### config.mk
export PLATFORM = sky130hd
export DESIGN_NAME = gal_jed_loader
export DESIGN_NICKNAME = d
export VERILOG_FILES = /design/src/rtl/gal_jed_pkg.sv /design/src/rtl/gal_jed_csum.sv /design/src/rtl/gal_jed_loader.sv
export SDC_FILE = /design/constraint.sdc
export NUM_CORES = 1
export LEC_CHECK = 0
export CAP_MARGIN = 10
export CORE_AREA = 2 2 81 83
export CTS_CLUSTER_DIAMETER = 50
export DETAILED_ROUTE_END_ITERATION = 10
export DIE_AREA = 0 0 83 85
export PLACE_DENSITY = 0.83
export RECOVER_POWER = 25
export REMOVE_ABC_BUFFERS = 1
export SKIP_CTS_REPAIR_TIMING = 1
export SLEW_MARGIN = 10
export SYNTH_ARGS = -nofsm -noshare
export SYNTH_HDL_FRONTEND = slang
export SYNTH_SLANG_ARGS = --single-unit
### constraint.sdc
create_clock -name C -period 9.75 [get_ports C]
set_input_delay 2.925 -clock C [delete_from_list [all_inputs] [get_ports C]]
set_output_delay 2.925 -clock C [all_outputs]
set_load 0.005 [all_outputs]
### src/rtl/gal_jed_pkg.sv
// Shared types and constants for the JEDEC fuse-map loader.
package gal_jed_pkg;

  typedef enum logic [2:0] {
    ST_IDLE,
    ST_FIELD,
    ST_ADDR,
    ST_BITS,
    ST_HEX,
    ST_SKIP,
    ST_DONE,
    ST_ERR
  } state_t;

  localparam logic [1:0] ERR_NONE  = 2'd0;
  localparam logic [1:0] ERR_RANGE = 2'd1;
  localparam logic [1:0] ERR_CHAR  = 2'd2;
  localparam logic [1:0] ERR_CSUM  = 2'd3;

  localparam logic [7:0] CH_STX  = 8'h02;
  localparam logic [7:0] CH_ETX  = 8'h03;
  localparam logic [7:0] CH_STAR = 8'h2A;
  localparam logic [7:0] CH_L    = 8'h4C;
  localparam logic [7:0] CH_C    = 8'h43;
  localparam logic [7:0] CH_SP   = 8'h20;
  localparam logic [7:0] CH_TAB  = 8'h09;
  localparam logic [7:0] CH_CR   = 8'h0D;
  localparam logic [7:0] CH_LF   = 8'h0A;

  function automatic logic is_ws(input logic [7:0] b);
    return (b == CH_SP) || (b == CH_TAB) || (b == CH_CR) || (b == CH_LF);
  endfunction

  function automatic logic is_dec(input logic [7:0] b);
    return (b >= 8'h30) && (b <= 8'h39);
  endfunction

  // Returns {valid, nibble} for 0-9, A-F, a-f.
  function automatic logic [4:0] hex_decode(input logic [7:0] b);
    logic [4:0] r;
    r = '0;
    if (is_dec(b))
      r = {1'b1, b[3:0]};
    else if ((b >= 8'h41 && b <= 8'h46) || (b >= 8'h61 && b <= 8'h66))
      r = {1'b1, 4'(b[3:0] + 4'd9)};
    return r;
  endfunction

endpackage

### src/rtl/gal_jed_csum.sv
// JEDEC fuse checksum accumulator: adds (d << addr[2:0]) per fuse write.
module gal_jed_csum (
  input  logic        clk_i,
  input  logic        rst_i,
  input  logic        clr_i,
  input  logic        we_i,
  input  logic [2:0]  addr_i,
  input  logic        d_i,
  output logic [15:0] csum_o
);

  logic [15:0] acc_q;

  // Accumulate each set fuse at its byte-lane weight; clear on reset or stream start.
  always_ff @(posedge clk_i) begin
    if (rst_i || clr_i)
      acc_q <= '0;
    else if (we_i && d_i)
      acc_q <= acc_q + (16'd1 << addr_i);
  end

  assign csum_o = acc_q;

endmodule

### src/rtl/gal_jed_loader.sv
// Streaming JEDEC .jed reader: decodes L fields into fuse RAM writes.
// Optional macro GAL_JED_CHECKSUM_EN builds the C-field checksum check.
module gal_jed_loader
  import gal_jed_pkg::*;
#(
  parameter  int unsigned FUSES = 2194,
  localparam int unsigned AW    = $clog2(FUSES)
) (
  input  logic          C,
  input  logic          R,
  input  logic          in_valid,
  output logic          in_ready,
  input  logic [7:0]    in_data,
  output logic          fuse_we,
  output logic [AW-1:0] fuse_addr,
  output logic          fuse_d,
  output logic          busy,
  output logic          done,
  output logic          err,
  output logic [1:0]    err_code,
  output logic [15:0]   csum
);

  state_t          state_q, state_d;
  logic [15:0]     addr_q, addr_d;
  logic            seen_q, seen_d;
  logic            fuse_we_q, fuse_we_d;
  logic [AW-1:0]   fuse_addr_q, fuse_addr_d;
  logic            fuse_d_q, fuse_d_d;
  logic [1:0]      err_code_q, err_code_d;
  logic [19:0]     dec;
`ifdef GAL_JED_CHECKSUM_EN
  logic [15:0]     hex_q, hex_d;
  logic [2:0]      hex_cnt_q, hex_cnt_d;
  logic [4:0]      hexv;
  logic            csum_clr;
  logic [15:0]     csum_w;
`endif

  // State register and registered fuse-write outputs.
  always_ff @(posedge C) begin
    if (R) begin
      state_q     <= ST_IDLE;
      addr_q      <= '0;
      seen_q      <= 1'b0;
      fuse_we_q   <= 1'b0;
      fuse_addr_q <= '0;
      fuse_d_q    <= 1'b0;
      err_code_q  <= ERR_NONE;
`ifdef GAL_JED_CHECKSUM_EN
      hex_q       <= '0;
      hex_cnt_q   <= '0;
`endif
    end else begin
      state_q     <= state_d;
      addr_q      <= addr_d;
      seen_q      <= seen_d;
      fuse_we_q   <= fuse_we_d;
      fuse_addr_q <= fuse_addr_d;
      fuse_d_q    <= fuse_d_d;
      err_code_q  <= err_code_d;
`ifdef GAL_JED_CHECKSUM_EN
      hex_q       <= hex_d;
      hex_cnt_q   <= hex_cnt_d;
`endif
    end
  end

  // Next-state decode of one accepted byte.
  always_comb begin
    state_d     = state_q;
    addr_d      = addr_q;
    seen_d      = seen_q;
    fuse_we_d   = 1'b0;
    fuse_addr_d = fuse_addr_q;
    fuse_d_d    = fuse_d_q;
    err_code_d  = err_code_q;
    dec         = ({4'b0, addr_q} * 20'd10) + {16'b0, in_data[3:0]};
`ifdef GAL_JED_CHECKSUM_EN
    hex_d       = hex_q;
    hex_cnt_d   = hex_cnt_q;
    hexv        = hex_decode(in_data);
    csum_clr    = 1'b0;
`endif
    if (in_valid) begin
      case (state_q)
        ST_IDLE, ST_DONE, ST_ERR: begin
          if (in_data == CH_STX) begin
            state_d    = ST_SKIP;
            addr_d     = '0;
            seen_d     = 1'b0;
            err_code_d = ERR_NONE;
`ifdef GAL_JED_CHECKSUM_EN
            hex_d      = '0;
            hex_cnt_d  = '0;
            csum_clr   = 1'b1;
`endif
          end
        end
        ST_FIELD: begin
          if (!is_ws(in_data)) begin
            if (in_data == CH_L) begin
              state_d = ST_ADDR;
              addr_d  = '0;
              seen_d  = 1'b0;
            end
`ifdef GAL_JED_CHECKSUM_EN
            else if (in_data == CH_C) begin
              state_d   = ST_HEX;
              hex_d     = '0;
              hex_cnt_d = '0;
            end
`endif
            else if (in_data == CH_ETX)
              state_d = ST_DONE;
            else
              state_d = ST_SKIP;
          end
        end
        ST_SKIP: begin
          if (in_data == CH_STAR)
            state_d = ST_FIELD;
          else if (in_data == CH_ETX)
            state_d = ST_DONE;
        end
        ST_ADDR: begin
          if (is_dec(in_data)) begin
            addr_d = (dec > 20'hFFFF) ? 16'hFFFF : dec[15:0];
            seen_d = 1'b1;
          end else if (is_ws(in_data)) begin
            if (seen_q)
              state_d = ST_BITS;
          end else begin
            state_d    = ST_ERR;
            err_code_d = ERR_CHAR;
          end
        end
        ST_BITS: begin
          if (in_data == 8'h30 || in_data == 8'h31) begin
            if (32'(addr_q) >= FUSES) begin
              state_d    = ST_ERR;
              err_code_d = ERR_RANGE;
            end else begin
              fuse_we_d   = 1'b1;
              fuse_addr_d = addr_q[AW-1:0];
              fuse_d_d    = in_data[0];
              addr_d      = addr_q + 16'd1;
            end
          end else if (in_data == CH_STAR)
            state_d = ST_FIELD;
          else if (in_data == CH_ETX)
            state_d = ST_DONE;
          else if (!is_ws(in_data)) begin
            state_d    = ST_ERR;
            err_code_d = ERR_CHAR;
          end
        end
`ifdef GAL_JED_CHECKSUM_EN
        // Whitespace is tolerated only before the first digit or after the fourth.
        ST_HEX: begin
          if (hexv[4]) begin
            if (hex_cnt_q == 3'd4) begin
              state_d    = ST_ERR;
              err_code_d = ERR_CHAR;
            end else begin
              hex_d     = {hex_q[11:0], hexv[3:0]};
              hex_cnt_d = hex_cnt_q + 3'd1;
            end
          end else if (is_ws(in_data)) begin
            if (hex_cnt_q != 3'd0 && hex_cnt_q != 3'd4) begin
              state_d    = ST_ERR;
              err_code_d = ERR_CHAR;
            end
          end else if (in_data == CH_STAR) begin
            if (hex_cnt_q != 3'd4) begin
              state_d    = ST_ERR;
              err_code_d = ERR_CHAR;
            end else if (hex_q != csum_w) begin
              state_d    = ST_ERR;
              err_code_d = ERR_CSUM;
            end else
              state_d = ST_FIELD;
          end else begin
            state_d    = ST_ERR;
            err_code_d = ERR_CHAR;
          end
        end
`endif
        default: ;
      endcase
    end
  end

  // Status outputs derived from the current state.
  always_comb begin
    in_ready  = 1'b1;
    fuse_we   = fuse_we_q;
    fuse_addr = fuse_addr_q;
    fuse_d    = fuse_d_q;
    busy      = (state_q == ST_FIELD) || (state_q == ST_ADDR) || (state_q == ST_BITS) ||
                (state_q == ST_HEX)   || (state_q == ST_SKIP);
    done      = (state_q == ST_DONE);
    err       = (state_q == ST_ERR);
    err_code  = (state_q == ST_ERR) ? err_code_q : ERR_NONE;
  end

`ifdef GAL_JED_CHECKSUM_EN
  // The accumulator takes the write in the same edge that registers it, so
  // csum already covers a write in the cycle fuse_we is shown.
  gal_jed_csum u_csum (
    .clk_i  (C),
    .rst_i  (R),
    .clr_i  (csum_clr),
    .we_i   (fuse_we_d),
    .addr_i (fuse_addr_d[2:0]),
    .d_i    (fuse_d_d),
    .csum_o (csum_w)
  );
  assign csum = csum_w;
`else
  assign csum = '0;
`endif

endmodule
-- Word-level counts from Yosys, hierarchy flattened
Cells that the tools add are included.
- register bits: 36
- word-level logic and storage cells: 107
- reduce and logical (&&, ||, !) cells: 21
- add/subtract/negate cells: 2
- eq/ne operators: 30
- mux-type cells: 38
- bitwise gates (word level): 4
- $lt $le $gt $ge: 4
- $mul: 1
- operator list (operator ; count):
    2-to-1 mux 16 bit ; 7
    one-hot mux 16 bit (4 select lines) ; 1
    2-to-1 mux 3 bit ; 13
    equality test 8 x 6 -> 1 bit (second input constant) ; 4
    equality test 8 x 4 -> 1 bit (second input constant) ; 3
    adder 20 x 4 -> 20 bit ; 1
    greater-than comparator 20 x 16 -> 1 bit (second input constant) ; 1
    multiplier 16 x 3 -> 19 bit (second input constant) ; 1
    2-to-1 mux 2 bit ; 9
    adder 16 x 1 -> 16 bit (second input constant) ; 1
    equality test 8 x 2 -> 1 bit (second input constant) ; 2
    greater-or-equal comparator 16 x 12 -> 1 bit (second input constant) ; 1
    inequality test 3 bit (second input constant) ; 5
    one-hot mux 3 bit (5 select lines) ; 1
    inequality test 2 bit (second input constant) ; 7
    equality test 3 bit (second input constant) ; 4
    AND reduction 9 bit ; 1
    equality test 8 x 7 -> 1 bit (second input constant) ; 1
    greater-or-equal comparator 8 x 6 -> 1 bit (second input constant) ; 1
    less-or-equal comparator 8 x 6 -> 1 bit (second input constant) ; 1
    logical OR 1 bit ; 8
    AND reduction 8 bit ; 1
    AND reduction 7 bit ; 1
    equality test 3 x 2 -> 1 bit (second input constant) ; 2
    15 further kinds ; 23

-- Logic depth before layout (Yosys ltp)
- depth after elaboration: 9
- depth in mapped cells: 12

-- Least setup slack after synthesis
Ideal clock, no wire load.
- kind: input port to flip-flop
- start: input in_data[2]
- end: register addr_q[1]
- data arrival time: 5262 ps
- required time: 9619 ps
- stages: 10
- path slack: 4357 ps
- setup time: 131 ps
- cell sequence: ha_1 > a21o_1 > a21oi_1 > nor3b_1 > nand4_1 > or4_4 > or4_4 > a21oi_2 > buf_6 > a31oi_1
- longest elaborated chain between the ends: 6
- elaborated cells between the ends (all ways): 26
- ends and longest elaborated chain (what ; RTL line ; RTL):
    start: declaration ; gal_jed_loader.sv:13 ; input logic [7:0] in_data,
    parallel branches: the longest is 6 deep, another holds adder 20 x 4 -> 20 bit ; n/a ;
    end signal: assignment ; gal_jed_loader.sv:56 ; addr_q <= addr_d;
    end: declaration ; gal_jed_loader.sv:25 ; logic [15:0] addr_q, addr_d;
Several ways; the timed one is not identified. The select of a mux whose other input is x is not followed.
A chain may end at the register's enable or synchronous reset.

-- Worst setup path after layout
- start: input in_data[2]
- end: register addr_q[15]
Same word-level chain as after synthesis.

==> impl_metrics.tcl <==
set metrics [dict create \
    clk_pin_slew_ps 70 \
    first_global_vias 3072 \
    worst_pin_slew_ps 965 \
    globalplace.congestion 0.863 \
    htree_levels 2 \
    cts-root-buf "clkbuf_8" \
    startpoint_type "input pin" \
    ys_seq_area_frac 0.206 \
    maxCapViolCount 0 \
    min_path_type "flop to flop" \
    synth_flop_cell "dfxtp_1" \
    rsz0062_at_grt "false" \
    core_area_sq_um 6200 \
    syn_area_sq_um 3490 \
    p_sw_uw 119 \
    synth_commonest_cells "nor2_1 (56), dfxtp_1 (36), ha_1 (33)" \
    status "completed" \
    antenna_left 0 \
    hold-worst-slack_ps 493 \
    hold_viol 0 \
    num-fill-cells 563 \
    ir_drop_v 0.0000815 \
    r2r-start "addr_q[1]" \
    area.growth.synth_to_final_pct 6.81 \
    cp_slowest_stage_delay_ps 570 \
    startpoint "in_data[2]" \
    crit_path_max_fanout 14 \
    cts_tree "built" \
    clk_latency_ps 300 \
    cts_max_path_buffers 2 \
    netlist_top_cells_area "dfxtp_1 (21%), ha_1 (12%), nor2_1 (6.0%)" \
    yosysTopAreaCellShare 0.206 \
    dieArea_sq_um 7060 \
    crit_top_cell "or4_4" \
    syn_inst 446 \
    crit_slowest_cell "clkdlybuf4s50_1" \
    initial_utilization 0.563 \
    drcViolationCount 0 \
    setup_violations 0 \
    antenna_found_initial 0 \
    period_minus_slack_ps 6280 \
    fin_worst_skew_ps 9.80 \
    period_share 0.644 \
    drt-pass1-iter-count 5 \
    synth.avg_cell_area_sq_um 7.83 \
    drv_slew 0 \
    fp.dieW_um 83 \
    die_y_um 85 \
    finalWirelength_um 8120 \
    arrival_ps 6420 \
    drive_above_1_share 0.0392 \
    endpoint_kind "flop" \
    hpwlAfterDp_um 6010 \
    swShare 0.332 \
    cts_sinks 36 \
    clkPwrFrac 0.289 \
    synth_warnings 0 \
    comb_power_share 0.253 \
    port-buffer-count 29 \
    fmax_mhz 159 \
    drtIter0Drc 317 \
    grt_max_degree 32 \
    diodes 0 \
    cts_inserted_buffers 5 \
    num_rows 29 \
    yosysMostFrequentCell "nor2_1" \
    grt_pass1_wl_um 13900 \
    viasPerCell 6.11 \
    grt_util_all_layers 0.236 \
    synth.distinct_cells 68 \
    worstPathCellList "clkdlybuf4s50_1 -> ha_1 -> a21o_1 -> a21oi_1 -> nor3b_1 -> nand4_1 -> or4_4 -> or4_4 -> a21oi_2 -> o21ai_0" \
    via_count 3273 \
    p_per_area_nw_per_um2 95.9 \
    slew_headroom 0.356 \
    leakagePower_nw 1.50 \
    wire_per_inst_um 15.1 \
    path_class "input pin to flop" \
    gr-total-overflow 0 \
    ys_ff_latch 36 \
    synthArstFlopShare 0 \
    yosys.area.top_type "dfxtp_1" \
    ioPinCount 47 \
    crit_required_ps 9890 \
    fin_setup_tns_ps 0 \
    intPower_uw 239 \
    min_from "fuse_d" \
    synth_edf_count 0 \
    p_seq_frac 0.458 \
    nets 505 \
]
[kinds of logic after synthesis]
group	share of synthesized area
and+or+nand+nor	0.258
DFF	0.206
buffers and inverters	0.0917
other	0.00215
AOI/OAI and AO/OA	0.210
adders and majority gates	0.130
muxes	0.0401
xor gates and xnor gates	0.0627
[state kept, by name (all words and copies together), names as in the netlist]
signal / count
addr_q: 16
fuse_addr: 12
state_q: 3
err_code_q: 2
fuse_d: 1
fuse_we: 1
seen_q: 1
[routing by layer]
| metal | vias to the layer above | global-route usage | share of wire |
|---|---|---|---|
| li1 | 1636 | - | - |
| met1 | 1500 | 0.300 | 0.45 |
| met2 | 125 | 0.399 | 0.47 |
| met3 | 12 | 0.0438 | 0.069 |
| met4 | 0 | 0.0864 | 0.012 |
| met5 | - | 0 | 0 |
[final timing paths]
| check | endpoint | slack (ps) | cells past startpoint |
|---|---|---|---|
| max reg2reg | addr_q[15] | 5020 | 11 |
| min reg2reg | fuse_d | 490 | 2 |
| min | fuse_d | 490 | 2 |
| max | addr_q[15] | 3470 | 10 |
[through the flow]
stage | instances | worst slack [ps] | cell area, sq um | total power [mW] | util
finish | 536 | 3470 | 3730 | 0.358 | 0.601
detailed placement | 529 | 3170 | 3650 | 0.256 | 0.589
CTS | 536 | 3470 | 3730 | 0.356 | 0.601
floorplan | 422 | 4280 | 3260 | 0.228 | -
global route | 536 | 3260 | 3730 | 0.375 | 0.601
global placement | 529 | 3270 | 3650 | 0.253 | 0.589
[worst max-delay path, delay by kind of cell]
family / cells / cell delay (ps)
and+or+nand+nor: 4 / 1590
AOI/OAI and AO/OA: 4 / 960
buffers and inverters: 1 / 570
adders and majority gates: 1 / 370
[power groups by stage]
stage	clock network (mW)	registers, mW	logic [mW]
2_1_floorplan	0	0.163	0.0655
3_3_place_gp	0	0.167	0.0864
3_5_place_dp	0	0.167	0.0893
4_1_cts	0.102	0.164	0.0897
5_1_grt	0.109	0.165	0.101
6_report	0.103	0.164	0.0906
[final cells by class]
class | instances | area [sq um] | share of cell area
clock buffer | 6 | 72.6 | 0.0195
clock inverter | 1 | 5.00 | 0.00134
inverter | 8 | 30.0 | 0.00805
multi-input combinational | 378 | 2510 | 0.672
sequential | 36 | 721 | 0.193
tap | 77 | 96.3 | 0.0258
timing repair buffer | 30 | 298 | 0.0798
[placed cells by master (no fill, tap or decap), drive strengths merged, types with 3 or more instances in the layout]
cell type	netlist	layout
nor2	56	56
dfxtp	36	36
ha	33	33
nand2	31	31
o21ai	28	28
a21oi	25	25
conb	2	17
clkdlybuf4s50	0	16
nor3	15	15
mux2i	14	14
nand3	14	14
xor2	13	13
dlygate4sd3	1	13
xnor2	12	12
a31oi	9	9
o211ai	9	9
inv	8	8
and3	8	8
nand4	7	7
and2	6	6
or3	6	6
a211oi	6	6
a21o	6	6
clkbuf	14	6
nand2b	5	5
nor2b	5	5
o221ai	4	4
or4	4	4
nor4	3	3
nand3b	3	3
nor3b	3	3
a221oi	3	3
Power figures use the tool's default switching activity.
==> patch (same settings) <==
`FUSES`: 2194 -> 548.
--- a/src/rtl/gal_jed_loader.sv
+++ b/src/rtl/gal_jed_loader.sv
@@ -3,7 +3,7 @@
 module gal_jed_loader
   import gal_jed_pkg::*;
 #(
-  parameter  int unsigned FUSES = 2194,
+  parameter  int unsigned FUSES = 548,
   localparam int unsigned AW    = $clog2(FUSES)
 ) (
   input  logic          C,
Interface: changed (resized fuse_addr); port bits go from 47 to 45. The function was not compared with the original's and may differ.
==> patch against the original RTL <==
- fmax increased by 13%
- setup slack gained 0.72 ns
- design area grew 5.1%
- sequential cell count down 2
- wire length up 9.3%
- die area did not move
- synthesized area up 4.6%
- critical path type unchanged
Power is not compared: it rests on default switching activity, and its combinational part moved more than twofold at a synthesized area within 25%.
==> patch: results (changes against the original RTL) <==
metric,value,unit,change
status,"finished, final reports clean",,
ys_types,79,,+16%
hold_end,fuse_addr[0]$_SDFFE_PP0P_,,
dp_slack,3.92,ns,+0.753 ns
fill_cells,532,,-5.5%
hp-class,register to register,,
min_from,fuse_addr[0]$_SDFFE_PP0P_,,
dp_hpwl,6.73,mm,+12%
antenna_cells,0,,unchanged
r2r-start,addr_q[2]$_SDFFE_PP0P_,,
max_slew_margin,45.2,%,+9.6 points
async_flop_share,0,%,unchanged
reg2reg_depth,12,,+1
cp.arrival,5.72,ns,-0.70 ns
ff2ff_setup_slack,5.99,ns,+0.97 ns
first_iter_violations,347,,+9.5%
synth_mux_area_share,3.60,%,-0.42 points
wirelength,8.87,mm,+9.3%
synth-seq-area-share,18.6,%,-2.0 points
finalHoldViolCount,0,,unchanged
setup.worst_path.start,in_data[2],,
final_nets,519,,+2.8%
synth-xor-area-share,5.75,%,-0.52 points
yosys-top-cells-count,"nor2_1 (56), dfxtp_1 (34), ha_1 (33), nand2_1 (33), a21oi_1 (28)",,
grt_max_degree,28,,-13%
drive_gt1_share,7.17,%,+3.3 points
grt_pass1_wl,14.7,mm,+5.6%
grt_pass1_vias,3138,,+2.1%
cts.htree.levels,2,,unchanged
grt_antenna_before_repair,0,,unchanged
cp_max_fo,8,,-6
cts_inserted_buffers,5,,unchanged
worst_clock_skew,0.00674,ns,-0.00306 ns
vias,3525,,+7.7%
synthAdderAreaFrac,12.4,%,-0.57 points
synth.top_cells.by_area,"dfxtp_1 (19%), ha_1 (11%), nor2_1 (5.8%)",,
place_area,0.00383,mm2,+4.8%
cp_slowest_cell,clkdlybuf4s50_1,,
port_buffers,27,,-6.9%
gp_congestion,0.864,,+0.15%
yosys_warnings,0,,unchanged
postLayoutCoreUtil,63.2,%,+3.1 points
clock_latency,0.29,ns,
synth_compound_area_share,25.8,%,+4.8 points
drtPass1Iterations,5,,unchanged
grt_use_total,24.7,%,+1.1 points
==> patch: worst max path at each step <==
stage / endpoint / slack [ns] / cells past startpoint
after floorplan: addr_q[10]$_SDFFE_PP0P_ / 4.82 / 9
after global placement: addr_q[9]$_SDFFE_PP0P_ / 4.02 / 10
after detailed placement: addr_q[9]$_SDFFE_PP0P_ / 3.92 / 10
after CTS: addr_q[9]$_SDFFE_PP0P_ / 4.23 / 10
after global routing: addr_q[2]$_SDFFE_PP0P_ / 4.02 / 8
final: addr_q[9]$_SDFFE_PP0P_ / 4.20 / 10
==> patch: cell families after synthesis <==
family,count (synthesis)
and+or+nand+nor,174
AOI/OAI and AO/OA,128
buffers and inverters,53
adders and majority gates,35
DFF,34
xor gates and xnor gates,24
muxes,13
other,2
==> patch: worst min-delay path, delay by kind of cell (launching register included) <==
kind | cells | cell delay, ns
simple gates | 1 | 0.07
compound gates | 1 | 0.06
flops | 1 | 0.33
==> patch: where the power goes <==
part / switching (W) / internal, W / total [W]
Sequential: 0.0000413 / 0.000150 / 0.000192
Clock: 0.0000551 / 0.0000568 / 0.000112
Combinational: 0.000154 / 0.000109 / 0.000263
Total: 0.000250 / 0.000316 / 0.000566
==> patch: per-stage QoR <==
stage / cells / hold WS, ns
after global placement: 543 / 0.467
after CTS: 551 / 0.508
after floorplan: 438 / 0.457
after detailed placement: 543 / 0.487
final: 551 / 0.495
after global routing: 551 / 0.526
==> patch: cell type report <==
cell class / instances / area [um2] / share of cell area [%]
multi-input cells: 391 / 2720 / 69.4
clock inverters: 2 / 12.5 / 0.319
clock buffers: 6 / 82.6 / 2.11
flip-flops and latches: 34 / 681 / 17.4
repair buffers: 28 / 278 / 7.08
well taps: 77 / 96.3 / 2.46
inverters: 13 / 48.8 / 1.24
==> patch: routing by layer <==
layer	vias up	routed length (um)	track usage (%)	share of wire, %
met5	-	0	0	0
met4	0	182	8.05	2.1
met3	24	581	3.79	6.5
met2	166	4100	41.3	46
met1	1650	4010	32.9	45
li1	1685	-	-	-
